**config.mk**
```make
export PLATFORM = sky130hd
export DESIGN_NAME = hex_scan_ctrl
export DESIGN_NICKNAME = d
export VERILOG_FILES = /design/src/rtl/hex_ctrl_defs.sv /design/src/rtl/hex_scan_ctrl_seg7.sv /design/src/rtl/hex_scan_ctrl.sv
export SDC_FILE = /design/constraint.sdc
export NUM_CORES = 1
export LEC_CHECK = 0
export ABC_AREA = 1
export BUFFER_PORTS_ARGS = -buffer_cell sky130_fd_sc_hd__buf_2
export CAP_MARGIN = 40
export CORE_UTILIZATION = 30
export CTS_CLUSTER_SIZE = 28
export DETAILED_ROUTE_END_ITERATION = 16
export REMOVE_ABC_BUFFERS = 1
export SETUP_SLACK_MARGIN = 0.1
export SKIP_CTS_REPAIR_TIMING = 1
export SLEW_MARGIN = 10
export SYNTH_ARGS = -nofsm -noshare
export SYNTH_HDL_FRONTEND = slang
export SYNTH_HIERARCHICAL = 1
export SYNTH_SLANG_ARGS = --single-unit
```
**constraint.sdc**
```tcl
create_clock -name i_clk -period 6.8 [get_ports i_clk]
set_input_delay 0.34 -clock i_clk [delete_from_list [all_inputs] [get_ports i_clk]]
set_output_delay 0.34 -clock i_clk [all_outputs]
set_load 0.02 [all_outputs]
```
**src/rtl/hex_ctrl_defs.sv**
```systemverilog
// ----------------------------------------------------------------------------
// hex_ctrl_defs
// Shared definitions for the six-digit hex display scan controller:
//   - state_e    : refresh FSM encodings (IDLE = 0, DECODE = 1, LATCH = 2)
//   - NUM_DIGITS : number of seven-segment digits driven
//   - BLANK_SEG  : active-low pattern with every segment off
//   - next_idx() : digit index successor with wrap to 0
// ----------------------------------------------------------------------------
package hex_ctrl_defs;

    typedef enum logic [1:0] {
        IDLE   = 2'd0,
        DECODE = 2'd1,
        LATCH  = 2'd2
    } state_e;

    localparam int unsigned NUM_DIGITS = 6;
    localparam logic [6:0]  BLANK_SEG  = 7'h7F;

    function automatic logic [2:0] next_idx(input logic [2:0] idx);
        return (idx == 3'(NUM_DIGITS - 1)) ? 3'd0 : idx + 3'd1;
    endfunction

endpackage

```
**src/rtl/hex_scan_ctrl_seg7.sv**
```systemverilog
// ----------------------------------------------------------------------------
// hex_scan_ctrl_seg7
// Combinational hex-nibble to seven-segment decoder, active-low outputs.
// Bit order of o_display: bit 0 = segment a ... bit 6 = segment g.
// Ports:
//   i_in      [3:0]  nibble to display (0-9, A-F)
//   o_display [6:0]  active-low segment pattern
// ----------------------------------------------------------------------------
module hex_scan_ctrl_seg7
    import hex_ctrl_defs::*;
(
    input  logic [3:0] i_in,
    output logic [6:0] o_display
);

    always_comb begin
        o_display = BLANK_SEG;
        case (i_in)
            4'h0: o_display = 7'h40;
            4'h1: o_display = 7'h79;
            4'h2: o_display = 7'h24;
            4'h3: o_display = 7'h30;
            4'h4: o_display = 7'h19;
            4'h5: o_display = 7'h12;
            4'h6: o_display = 7'h02;
            4'h7: o_display = 7'h78;
            4'h8: o_display = 7'h00;
            4'h9: o_display = 7'h10;
            4'hA: o_display = 7'h08;
            4'hB: o_display = 7'h03;
            4'hC: o_display = 7'h46;
            4'hD: o_display = 7'h21;
            4'hE: o_display = 7'h06;
            4'hF: o_display = 7'h0E;
            default: o_display = BLANK_SEG;
        endcase
    end

endmodule

```
**src/rtl/hex_scan_ctrl.sv**
```systemverilog
// ----------------------------------------------------------------------------
// hex_scan_ctrl
// Six-digit seven-segment scan controller. Each digit holds a nibble plus
// blank and blink flags. A free-running tick walks a three-state FSM
// (IDLE -> DECODE -> LATCH) that refreshes one digit per tick through a single
// shared decoder. A separate blink counter toggles the blink phase.
// Parameters:
//   SCAN_DIV  clk cycles between digit-refresh ticks (>= 3)
//   BLINK_DIV clk cycles per blink phase (>= 2)
// Ports:
//   i_clk, i_reset      clock, asynchronous active-high reset
//   i_wr_en             single-digit write strobe
//   i_wr_addr  [2:0]    digit index 0..5 (6, 7 ignored)
//   i_wr_data  [3:0]    nibble for the addressed digit
//   i_wr_blank          blank flag for the addressed digit
//   i_wr_blink          blink flag for the addressed digit
//   i_load              bulk-load request, held until accepted
//   i_load_value [23:0] six nibbles, digit i = bits [4i+3:4i]
//   o_load_ready        high in IDLE; load accepted when i_load & o_load_ready
//   o_hex [41:0]        active-low segments, digit i = bits [7i+6:7i]
// ----------------------------------------------------------------------------
module hex_scan_ctrl
    import hex_ctrl_defs::*;
#(
    parameter int unsigned SCAN_DIV  = 50000,
    parameter int unsigned BLINK_DIV = 12500000
) (
    input  logic        i_clk,
    input  logic        i_reset,
    input  logic        i_wr_en,
    input  logic [2:0]  i_wr_addr,
    input  logic [3:0]  i_wr_data,
    input  logic        i_wr_blank,
    input  logic        i_wr_blink,
    input  logic        i_load,
    input  logic [23:0] i_load_value,
    output logic        o_load_ready,
    output logic [41:0] o_hex
);

    localparam int unsigned SCAN_W  = (SCAN_DIV > 1) ? $clog2(SCAN_DIV) : 1;
    localparam int unsigned BLINK_W = (BLINK_DIV > 1) ? $clog2(BLINK_DIV) : 1;

    // ------------------------------------------------------------------
    // Registers
    // ------------------------------------------------------------------
    state_e                  r_state;
    state_e                  w_state_next;
    logic [SCAN_W-1:0]       r_scan_cnt;
    logic [BLINK_W-1:0]      r_blink_cnt;
    logic                    r_blink_phase;
    logic [2:0]              r_idx;
    logic [3:0]              r_nibble [NUM_DIGITS];
    logic [NUM_DIGITS-1:0]   r_blank;
    logic [NUM_DIGITS-1:0]   r_blink;
    logic [3:0]              r_dec_in;
    logic                    r_dec_blank;
    logic                    r_dec_blink;
    logic [41:0]             r_hex;

    logic                    w_tick;
    logic                    w_decode_en;
    logic                    w_latch_en;
    logic                    w_load_acc;
    logic                    w_wr_valid;
    logic [6:0]              w_seg_out;
    logic [6:0]              w_latch_seg;

    // ------------------------------------------------------------------
    // Refresh tick: counts 0..SCAN_DIV-1, pulses on the last count
    // ------------------------------------------------------------------
    assign w_tick = (r_scan_cnt == SCAN_W'(SCAN_DIV - 1));

    always_ff @(posedge i_clk or posedge i_reset) begin
        if (i_reset) begin
            r_scan_cnt <= '0;
        end else if (w_tick) begin
            r_scan_cnt <= '0;
        end else begin
            r_scan_cnt <= r_scan_cnt + SCAN_W'(1);
        end
    end

    // ------------------------------------------------------------------
    // Blink phase: free-running, independent of the refresh FSM
    // ------------------------------------------------------------------
    always_ff @(posedge i_clk or posedge i_reset) begin
        if (i_reset) begin
            r_blink_cnt   <= '0;
            r_blink_phase <= 1'b1;
        end else if (r_blink_cnt == BLINK_W'(BLINK_DIV - 1)) begin
            r_blink_cnt   <= '0;
            r_blink_phase <= ~r_blink_phase;
        end else begin
            r_blink_cnt   <= r_blink_cnt + BLINK_W'(1);
        end
    end

    // ------------------------------------------------------------------
    // FSM: state register
    // ------------------------------------------------------------------
    always_ff @(posedge i_clk or posedge i_reset) begin
        if (i_reset) begin
            r_state <= IDLE;
        end else begin
            r_state <= w_state_next;
        end
    end

    // FSM: next-state logic
    always_comb begin
        w_state_next = r_state;
        case (r_state)
            IDLE:    if (w_tick) w_state_next = DECODE;
            DECODE:  w_state_next = LATCH;
            LATCH:   w_state_next = IDLE;
            default: w_state_next = IDLE;
        endcase
    end

    // FSM: outputs
    always_comb begin
        o_load_ready = 1'b0;
        w_decode_en  = 1'b0;
        w_latch_en   = 1'b0;
        case (r_state)
            IDLE:    o_load_ready = 1'b1;
            DECODE:  w_decode_en  = 1'b1;
            LATCH:   w_latch_en   = 1'b1;
            default: o_load_ready = 1'b0;
        endcase
    end

    // ------------------------------------------------------------------
    // Digit storage: an accepted bulk load beats a same-cycle write
    // ------------------------------------------------------------------
    assign w_load_acc = i_load && o_load_ready;
    assign w_wr_valid = i_wr_en && (i_wr_addr < 3'(NUM_DIGITS));

    always_ff @(posedge i_clk or posedge i_reset) begin
        if (i_reset) begin
            for (int i = 0; i < NUM_DIGITS; i++) begin
                r_nibble[i] <= 4'h0;
            end
            r_blank <= '0;
            r_blink <= '0;
        end else if (w_load_acc) begin
            for (int i = 0; i < NUM_DIGITS; i++) begin
                r_nibble[i] <= i_load_value[4*i +: 4];
            end
            r_blank <= '0;
            r_blink <= '0;
        end else if (w_wr_valid) begin
            r_nibble[i_wr_addr] <= i_wr_data;
            r_blank[i_wr_addr]  <= i_wr_blank;
            r_blink[i_wr_addr]  <= i_wr_blink;
        end
    end

    // ------------------------------------------------------------------
    // Decode stage: snapshot the digit's nibble and flags so a write
    // landing during DECODE/LATCH only shows on the next refresh.
    // ------------------------------------------------------------------
    always_ff @(posedge i_clk or posedge i_reset) begin
        if (i_reset) begin
            r_dec_in    <= 4'h0;
            r_dec_blank <= 1'b0;
            r_dec_blink <= 1'b0;
        end else if (w_decode_en) begin
            r_dec_in    <= r_nibble[r_idx];
            r_dec_blank <= r_blank[r_idx];
            r_dec_blink <= r_blink[r_idx];
        end
    end

    hex_scan_ctrl_seg7 u_seg7 (
        .i_in      (r_dec_in),
        .o_display (w_seg_out)
    );

    // Blinking digits go dark while the blink phase is low
    assign w_latch_seg = (r_dec_blank || (r_dec_blink && !r_blink_phase)) ? BLANK_SEG
                                                                          : w_seg_out;

    // ------------------------------------------------------------------
    // Latch stage: update only the current digit, then advance the index
    // ------------------------------------------------------------------
    always_ff @(posedge i_clk or posedge i_reset) begin
        if (i_reset) begin
            r_hex <= {NUM_DIGITS{BLANK_SEG}};
            r_idx <= 3'd0;
        end else if (w_latch_en) begin
            r_hex[7*r_idx +: 7] <= w_latch_seg;
            r_idx               <= next_idx(r_idx);
        end
    end

    assign o_hex = r_hex;

endmodule
```
=== After elaboration in Yosys (flattened, before gate mapping) ===
Memories as Yosys holds them, arrays and structs flattened.
Index checks and enable logic that the tools add are counted.

* Bits in registers: 130
* Memory bits (read-only): 112
* Input port bits: 37
* Output and inout bits: 43
* Logic and storage cells: 80
* Memories: 1

{| class="wikitable"
|+ Memory list
! memory !! depth !! bits a word !! read ports !! clocked after Yosys merged registers in !! wr ports !! RTL line !! source
|-
| (no name shown) || 16 || 7 || 1 || 0 || 0 || hex_scan_ctrl_seg7.sv:18 || <nowiki>case (i_in)</nowiki>
|}

* $add $sub $neg: 4
* Multipliers: 1
* $lt $le $gt $ge: 7
* Equal/unequal tests: 6
* Shift operators: 2
* Mux-type cells: 30
* Bitwise gates (word level): 3
* Reduce and logical (&&, ||, !) cells: 9

{| class="wikitable"
|+ Operators with widths
! kind !! count
|-
| $mux 24 || 3
|-
| $bwmux 42 || 1
|-
| $shift 7x34->42 const A || 1
|-
| $shiftx 7x34->42 || 1
|-
| $neg 6->34 || 1
|-
| $add 24x1->24 const B || 1
|-
| $bwmux 24 || 1
|-
| $eq 24x24->1 const B || 1
|-
| $mux 6 || 4
|-
| $add 16x1->16 const B || 1
|-
| $eq 16x16->1 const B || 1
|-
| $mux 16 || 1
|-
| $bmux 4 s3 || 1
|-
| $bwmux 6 || 2
|-
| $demux 4 s3 || 1
|-
| $mux 4 || 3
|-
| $ge 4x4->1 const B || 2
|-
| $lt 3x4->1 const B || 2
|-
| $not 3->4 || 2
|-
| $mux 7 || 1
|-
| $bmux 1 s3 || 2
|-
| $mul 3x3->6 const A || 1
|-
| $mux 1 || 6
|-
| $logic_and 1x1->1 || 5
|-
| 17 further kinds || 17
|}

=== Depth between registers and ports, before layout ===
Gate-level depths: netlist of run 1.

* Depth in word-level cells: 8
* Depth in mapped cells: 11
* Gate-level depth less buffers: 10

=== Hierarchy ===
Netlist of run 1, hierarchy kept.

{| class="wikitable"
|+ By module, submodules not included
! module !! times used !! cells each !! area each (um^2) !! sequential area each (um^2)
|-
| hex_scan_ctrl || 1 || 809 || 6398.6 || 3306.9
|-
| hex_scan_ctrl_seg7 || 1 || 49 || 274.0 || 0.0
|}

=== Worst setup path before layout of run 1 ===
OpenSTA, ideal clock, no wires.

* Path kind: reg-to-reg
* Start point: register r_idx[0]
* End point: register r_hex[0], in the netlist o_hex[0]
* Library setup time: 80 ps
* Data arrival time: 1782 ps
* Data required time: 6720 ps
* Setup slack: 4938 ps
* Cell stages (with the launch flop): 11
* Path buffers: 4
* Clock period less this slack: 1862 ps
* Cell sequence: dfrtp_1 > buf_2 > inv_1 > buf_2 > ha_1 > buf_2 > nor2_2 > nand2_1 > buf_2 > nand2_1 > o21ai_1

* Longest elaborated chain between the ends: 4
* Elaborated cells on any way between the ends: 5
* Classes of those cells: add/sub (1); mul (1); shift (2); mux (1)

{| class="wikitable"
|+ RTL lines
! item !! RTL line !! source
|-
| start: declaration || hex_scan_ctrl.sv:52 || <nowiki>logic [2:0] r_idx;</nowiki>
|-
| start signal: assignment || hex_scan_ctrl.sv:194 || <nowiki>r_idx <= next_idx(r_idx);</nowiki>
|-
| $mul 3x3->6 * || hex_scan_ctrl.sv:193 || <nowiki>r_hex[7*r_idx +: 7] <= w_latch_seg;</nowiki>
|-
| $neg 6->34 * || hex_scan_ctrl.sv:193 ||
|-
| $shiftx 7x34->42 or $shift 7x34->42 (tied branches) || hex_scan_ctrl.sv:193 ||
|-
| $bwmux 42 * || hex_scan_ctrl.sv:193 ||
|-
| end signal: assignment || hex_scan_ctrl.sv:190 || <nowiki>r_hex <= {NUM_DIGITS{BLANK_SEG}};</nowiki>
|-
| end signal: indexed assignment || hex_scan_ctrl.sv:193 ||
|-
| end: declaration || hex_scan_ctrl.sv:59 || <nowiki>logic [41:0] r_hex;</nowiki>
|}

Mark *: on every way between the ends. The rest lies on a longest branch, timed or not.
A chain may end at the register's enable or synchronous reset.

=== Worst setup path in the final report of run 1 ===
* Start point: register r_idx[0]
* End point: register r_hex[2], in the netlist o_hex[2]

The elaborated chain is that of the path after synthesis.

==> metrics.md, run 1 <==
| Metric | Value |
|---|---|
| Antenna-violating nets left | `0` |
| Overflow after GRT | `0` |
| Initial antenna violation count | `0` |
| FF-to-FF path depth | `6` |
| Switching power | `0.000405 W` |
| Latest clock arrival within the worst-skew pair | `0.43 ns` |
| Most common cell in the netlist | `sky130_fd_sc_hd__nand2_1` |
| Fin. max-slew vios | `0` |
| Number of logic stages on the critical path including buffering | `6` |
| Part of the power in combinational logic | `0.039` |
| FF+latch count, synth | `130` |
| Highest fanout seen on the critical path | `22` |
| Synth-to-layout area growth | `19.2%` |
| # clock sinks | `130` |
| Via density per instance | `4.62` |
| Relative slew slack | `0.529` |
| FILL cells | `2277` |
| Chip Width | `151 µm` |
| Max VDD drop | `139 µV` |
| Part of the Yosys area used for sequential elements | `0.496` |
| Crit path largest cell delay | `0.73 ns` |
| Family with the most delay on the worst path | `flip-flops` |
| Number of buffers created by CTS | `17` |
| GR Util All Layers | `0.145` |
| Largest area contributor in the synthesized netlist | `sky130_fd_sc_hd__dfrtp_1` |
| Switch share | `0.228` |
| Share of the synthesized area in the top cell type | `0.326` |
| Number of violations of the max-capacitance limit | `0` |
| Total Routed Length | `15600 µm` |
| Cell leakage power | `3.75 nW` |
| Setup violation total in the final timing report | `0` |
| Layout Utilization | `0.365` |
| Initial core utilization | `0.306` |
| Diode insertion count for antenna repair | `0` |
| Clock slew at the register clock pins of the worst setup and hold paths | `0.06 ns` |
| Status | `finished, final reports clean` |
| Final net count | `989` |
| Worst path buffer plus inverter count | `2` |
| Residual DRC | `0` |
| Setup crit start kind | `flop` |
| Hold Crit Class | `in -> async` |
| First drt pass iteration count | `5` |
| Cells after DPL | `1200` |
| Yosys warning count | `6` |
| Total power divided by cell area | `223 mW/mm²` |
| Async SR Flop Fraction | `1.00` |
| Data arrival, critical path | `2.95 ns` |
| Distinct cell type count after synthesis | `30` |
| Slowest cell on the critical path | `sky130_fd_sc_hd__dfrtp_1` |
| Die outline area | `0.0228 mm²` |
| Dominant synthesized flop cell | `sky130_fd_sc_hd__dfrtp_1` |
| Die span in y | `151 µm` |
| Share of power burned in the clock network | `0.509` |
| Kind of end point of the critical path | `flop` |
| Fraction of the cycle the final worst path needs | `0.382` |
| Max Root-Sink Buffers | `2` |
| Via count of the first global-routing pass | `5266` |
| Register-to-register path setup slack | `4.20 ns` |
| Hold violation count in the final report | `0` |
| Master cell of the clock root buffer | `sky130_fd_sc_hd__clkbuf_16` |
| Count of H-tree levels built during CTS | `4` |
| Post-Synthesis Mean Instance Area | `7.78 µm²` |
| Worst Tran Pin Value | `0.703 ns` |
| Site Rows | `54` |
| Final Non-Filler Cells | `1232` |
| Number of instances in the synthesized netlist | `858` |
| Share of layout cells above drive strength 1 | `0.186` |
| Placeable core region | `0.0218 mm²` |
| Highest attainable clock frequency | `385 MHz` |
| Count of boundary I/O pins | `80` |
| RD Place Congestion | `0.830` |
| First-pass GRT wire length | `25900 µm` |
| Cell types with the largest area share after synthesis | `sky130_fd_sc_hd__dfrtp_1, sky130_fd_sc_hd__dfstp_2, sky130_fd_sc_hd__nand2_1` |
| Unrepaired setup endpoints after global routing | `no` |
| Post-DP HPWL | `11500 µm` |
| Final critical-path required period | `2.60 ns` |
| Pin count of the biggest net entering global routing | `58` |
| Startpoint of the worst-slack reg-to-reg timing path | `r_idx[0]` |
| Post-placement cell area | `0.00736 mm²` |
| TritonCTS clock tree | `built` |
| Total via count after detailed routing | `5687` |
| Post-Route Setup TNS | `0 ns` |
| Worst EP required | `7.15 ns` |
| Capture point of the worst reg-to-reg path | `o_hex[2]` |
| Cell breakdown of the critical path | `buf_16 > inv_1 > ha_1 > nor2_2 > nand2_1 > o21ai_1` |
| Int Power | `0.00137 W` |
| Share of power burned in registers | `0.452` |
| Layout Cell Area excl Fill | `0.00796 mm²` |
| Buffers added on ports | `79` |
| Worst Clk Skew | `0.00994 ns` |
| Sum of internal, switching and leakage power | `0.00177 W` |
| Number of design-rule violations left by the first detailed-router iteration | `385` |
| Category of the most critical setup path | `reg -> reg` |
| Most frequent cells after synthesis | `sky130_fd_sc_hd__nand2_1, sky130_fd_sc_hd__nor2_1, sky130_fd_sc_hd__inv_1` |
| Post-synth design cell area | `0.00667 mm²` |
| Number of enable flip-flop cells after synthesis | `0` |
| Mean routed wirelength per cell | `12.6 µm` |
==> layout by cell type, fill, tap and decap left out, types with 10 or more instances in the layout <==
master and instances:
sky130_fd_sc_hd__a21oi_1 17, sky130_fd_sc_hd__buf_2 79, sky130_fd_sc_hd__clkbuf_16 21, sky130_fd_sc_hd__dfrtp_1 87, sky130_fd_sc_hd__dfstp_2 43, sky130_fd_sc_hd__ha_1 13, sky130_fd_sc_hd__inv_1 91, sky130_fd_sc_hd__nand2_1 251
sky130_fd_sc_hd__nand3_1 53, sky130_fd_sc_hd__nor2_1 118, sky130_fd_sc_hd__nor3_1 10, sky130_fd_sc_hd__o211ai_1 13, sky130_fd_sc_hd__o21ai_0 61, sky130_fd_sc_hd__o21ai_1 27, sky130_fd_sc_hd__xor2_1 13
==> metrics by stage <==
stage	hold WS (ns)	setup WS, ns
floorplan	0.432	3.06
global placement	0.449	3.78
detailed placement	0.457	4.19
CTS	0.0457	4.17
global route	0.0812	3.97
finish	0.0251	4.20
==> registers in the layout, summed over array words and instances, names as in the netlist <==
register	count
o_hex	42
r_nibble	24
r_blink_phase	1
r_state	2
r_blank	6
r_dec_blink	1
r_dec_blank	1
r_blink_cnt	24
r_blink	6
r_dec_in	4
r_scan_cnt	16
r_idx	3
==> worst reg2reg max path, stage by stage (launching register included) <==
cell	delay, ns
sky130_fd_sc_hd__dfrtp_1	0.73
sky130_fd_sc_hd__buf_16	0.23
sky130_fd_sc_hd__inv_1	0.26
sky130_fd_sc_hd__ha_1	0.52
sky130_fd_sc_hd__nor2_2	0.24
sky130_fd_sc_hd__nand2_1	0.31
sky130_fd_sc_hd__o21ai_1	0.23
==> routing by layer <==
metal	track usage	vias to the layer above	part of all wire	wire (µm)
met5	0	-	0	0
met3	0.0340	22	0.049	760
met2	0.205	146	0.42	6530
met1	0.212	2619	0.52	8060
li1	-	2900	-	-
met4	0.0565	0	0.015	229
==> worst max path at each step <==
stage | startpoint | to | slack, ns
3_3_place_gp | r_idx[0] | o_hex[0] | 3.78
4_1_cts | r_idx[0] | o_hex[6] | 4.17
2_1_floorplan | i_reset | r_blank[0] | 3.06
6_report | r_idx[0] | o_hex[2] | 4.20
5_1_grt | r_idx[0] | o_hex[2] | 3.97
3_5_place_dp | r_idx[0] | o_hex[6] | 4.19
==> power groups by stage <==
stage / logic [W] / registers, W / clock network (W)
after floorplan: 0.0000425 / 0.000809 / 0
after global placement: 0.0000685 / 0.000814 / 0
after detailed placement: 0.0000711 / 0.000814 / 0
after CTS: 0.0000713 / 0.000801 / 0.000919
after global routing: 0.0000807 / 0.000802 / 0.000959
final: 0.0000694 / 0.000801 / 0.000903
==> layout make-up <==
cell class                 instances  area (µm²)  share of cell area
clock inverter                     9        63.8             0.00802
timing repair buffer              82         458              0.0576
clock buffer                      23         533              0.0670
sequential                       130        3310               0.416
tap                              280         350              0.0440
inverter                          95         359              0.0451
multi-input combinational        613        2880               0.363
==> cells by family after synthesis <==
| family | Yosys count | synth area share |
|---|---|---|
| compound gates | 127 | 0.104 |
| xor+xnor | 18 | 0.0236 |
| fa+ha+maj | 13 | 0.0244 |
| buf+inv | 115 | 0.0722 |
| flops | 130 | 0.496 |
| simple gates | 455 | 0.281 |
(Power assumes the default switching activity.)
==> run 2, diff against run 1 <==
clock period = 2.6 ns   (was 6.8 ns; I/O delays follow)
==> run 2 against run 1 <==
Against the previous run:
- the flow now finishes with violations (negative hold slack)
- worst setup slack got worse by 3.5 ns
- utilization rose by 0.81 points
- hold slack worse by 0.040 ns
- clock power rose by 150%
- cell area grew 2.2%
- first-iteration DRC count down 17%
- total power increased to 2.6 times the previous value
- maximum frequency up 40%
- routed wire length rose by 1.9%
- critical path depth unchanged
- die area unchanged
- sequential cell count did not move
- critical path type unchanged
- largest cell class unchanged
- highest routed layer unchanged
==> metrics.md, run 2 (synthesis gave the netlist of run 1 again) <==
| Metric | Value |
|---|---|
| Category of the most critical setup path | `reg -> reg` |
| Met2 track demand over resource in global routing | `0.222 (+0.0179)` |
| Count of H-tree levels built during CTS | `4 (unchanged)` |
| Cell leakage power | `3.82 nW (+2.0%)` |
| Die outline area | `0.0228 mm² (unchanged)` |
| Mean routed wirelength per cell | `12.6 µm (about the same)` |
| Via density per instance | `4.64 (+0.49%)` |
| Most Used Layer, Global Route | `met2` |
| Max Root-Sink Buffers | `2 (unchanged)` |
| Highest fanout seen on the critical path | `23 (+4.5%)` |
| Cells after DPL | `1203 (+0.25%)` |
| Failing checks | `negative hold slack` |
| Overflow after GRT | `0 (unchanged)` |
| GR Util All Layers | `0.148 (+0.00251)` |
| Slowest cell on the critical path | `sky130_fd_sc_hd__dfrtp_1` |
| Hold Crit Class | `in -> reg` |
| Worst Clk Skew | `0.0104 ns (+0.000439 ns)` |
| # clock sinks | `130 (unchanged)` |
| Setup violation total in the final timing report | `0 (unchanged)` |
| Most frequent standard cell in the layout excluding fill and tap cells | `sky130_fd_sc_hd__nand2_1` |
| Most used cells in the layout excluding fill and tap cells | `sky130_fd_sc_hd__nand2_1, sky130_fd_sc_hd__nor2_1, sky130_fd_sc_hd__inv_1` |
| Site Rows | `54 (unchanged)` |
| Number of design-rule violations left by the first detailed-router iteration | `319 (-17%)` |
| Share of power burned in registers | `0.460 (+0.008)` |
| Int Power | `0.00348 W (+150%)` |
| Layout Utilization | `0.373 (+0.00814)` |
| RD Place Congestion | `0.835 (+0.55%)` |
| Total power divided by cell area | `558 mW/mm² (+150%)` |
| TritonCTS clock tree | `built` |
| Antenna-violating nets left | `0 (unchanged)` |
| Residual DRC | `0 (unchanged)` |
| Share of layout cells above drive strength 1 | `0.184 (-0.00169)` |
| Cell breakdown of the critical path | `buf_4 > ha_1 > inv_1 > nor2_1 > nand3_2 > o21ai_0` |
| Count of boundary I/O pins | `80 (unchanged)` |
| Number of buffers created by CTS | `17 (unchanged)` |
| Initial core utilization | `0.306 (unchanged)` |
| Placeable core region | `0.0218 mm² (unchanged)` |
| Kind of end point of the critical path | `flop` |
| Chip Width | `151 µm (unchanged)` |
| Final critical-path required period | `1.85 ns (-0.746 ns)` |
| Met3 usage in global routing | `0.0349 (+0.000904)` |
| Master cell of the clock root buffer | `sky130_fd_sc_hd__clkbuf_16` |
| Worst path buffer plus inverter count | `2 (unchanged)` |
| Fin. max-slew vios | `0 (unchanged)` |
| Switch share | `0.233 (+0.00494)` |
| Fin worst setup slack | `0.748 ns (-3.45 ns)` |
| Clock slew at the register clock pins of the worst setup and hold paths | `0.06 ns (about the same)` |
| Largest register FFs | `42 (unchanged)` |
| Status | `complete, but fails checks` |
| FILL cells | `2307 (+1.3%)` |
| Share of power burned in the clock network | `0.494 (-0.015)` |
| First drt pass iteration count | `4 (-1)` |
| Post-Route Setup TNS | `0 ns (unchanged)` |
| Switching power | `0.00106 W (+160%)` |
| Buffers added on ports | `79 (unchanged)` |
| Worst EP required | `2.93 ns (-4.22 ns)` |
| Diode insertion count for antenna repair | `0 (unchanged)` |
| Crit path largest cell delay | `0.36 ns (-0.37 ns)` |
| Total via count after detailed routing | `5831 (+2.5%)` |
| Relative slew slack | `0.465 (-0.0646)` |
| Sequential cell area in the final layout | `0.00331 mm² (unchanged)` |
| Data arrival, critical path | `2.19 ns (-0.76 ns)` |
| Total Routed Length | `15900 µm (+1.9%)` |
| Final Non-Filler Cells | `1257 (+2.0%)` |
| Initial antenna violation count | `0 (unchanged)` |
| Final hold slack | `-0.0146 ns (-0.0397 ns)` |
| Max VDD drop | `355 µV (+160%)` |
| Unrepaired setup endpoints after global routing | `no` |
| Met1 GRT Util | `0.208 (-0.00359)` |
| Die span in y | `151 µm (unchanged)` |
| Post-DP HPWL | `11500 µm (-0.65%)` |
| Number of violations of the max-capacitance limit | `0 (unchanged)` |
| Hold violation count in the final report | `3 (+3)` |
| Part of the power in combinational logic | `0.046 (+0.007)` |
| Pin count of the biggest net entering global routing | `68 (+17%)` |
| Final net count | `1014 (+2.5%)` |
| Family with the most delay on the worst path | `simple AND/OR/NAND/NOR gates` |
| Area of the multi-input gates | `0.00288 mm² (unchanged)` |
| Highest attainable clock frequency | `540 MHz (+40%)` |
| First-pass GRT wire length | `26600 µm (+2.5%)` |
| Worst Tran Pin Value | `0.800 ns (+0.0966 ns)` |
| Setup slack at placement | `0.803 ns (-3.38 ns)` |
| Via count of the first global-routing pass | `5459 (+3.7%)` |
| Synth-to-layout area growth | `21.9%` |
| Fraction of the cycle the final worst path needs | `0.712 (+0.330)` |
| Sum of internal, switching and leakage power | `0.00454 W (+160%)` |
| Latest clock arrival within the worst-skew pair | `0.43 ns (about the same)` |
| Setup crit start kind | `flop` |
## run 2: power groups by stage
stage | combinational [W] | sequential, W | clock, W
CTS | 0.000187 | 0.00209 | 0.00229
floorplan | 0.000111 | 0.00212 | 0
global route | 0.000240 | 0.00209 | 0.00237
detailed placement | 0.000186 | 0.00212 | 0
finish | 0.000208 | 0.00209 | 0.00224
global placement | 0.000184 | 0.00212 | 0
## run 2: layout make-up
class                   instances  share of cell area
clock inverters                10             0.00908
flip-flops and latches        130               0.407
well taps                     280              0.0431
clock buffers                  22              0.0597
multi-input cells             613               0.355
repair buffers                107              0.0828
inverters                      95              0.0442
## run 2: per-layer routing
layer  up-vias  part of all wire
met5         -                 0
met4         0             0.012
met3        21             0.044
met2       137              0.44
met1      2728              0.51
li1       2945                 -
## run 2: worst reg2reg max path: cells and delay by family (launching register included)
kind	cells	cell delay, ns
flops	1	0.36
simple gates	2	0.60
buf+inv	2	0.31
compound gates	1	0.29
fa+ha+maj	1	0.21
## run 2: per-stage QoR
stage	hold slack [ns]	cell area [µm²]
finish	-0.0146	8130
global route	0.00343	8130
CTS	-0.243	7910
detailed placement	0.215	7350
global placement	0.211	7350
floorplan	0.263	6550
## run 2: path summary, 6_finish.rpt
kind	startpoint	endpoint	slack (ns)	cells after the start
max	r_idx[0]	o_hex[11]	0.75	6
min	i_load_value[16]	r_nibble[4]	-0.01	3
min in group asynchronous	i_reset	r_scan_cnt[14]	0.30	3
min reg2reg	r_blink_cnt[0]	r_blink_cnt[0]	0.46	1
max in group asynchronous	i_reset	o_hex[14]	1.52	4
max reg2reg	r_idx[0]	o_hex[11]	0.75	6
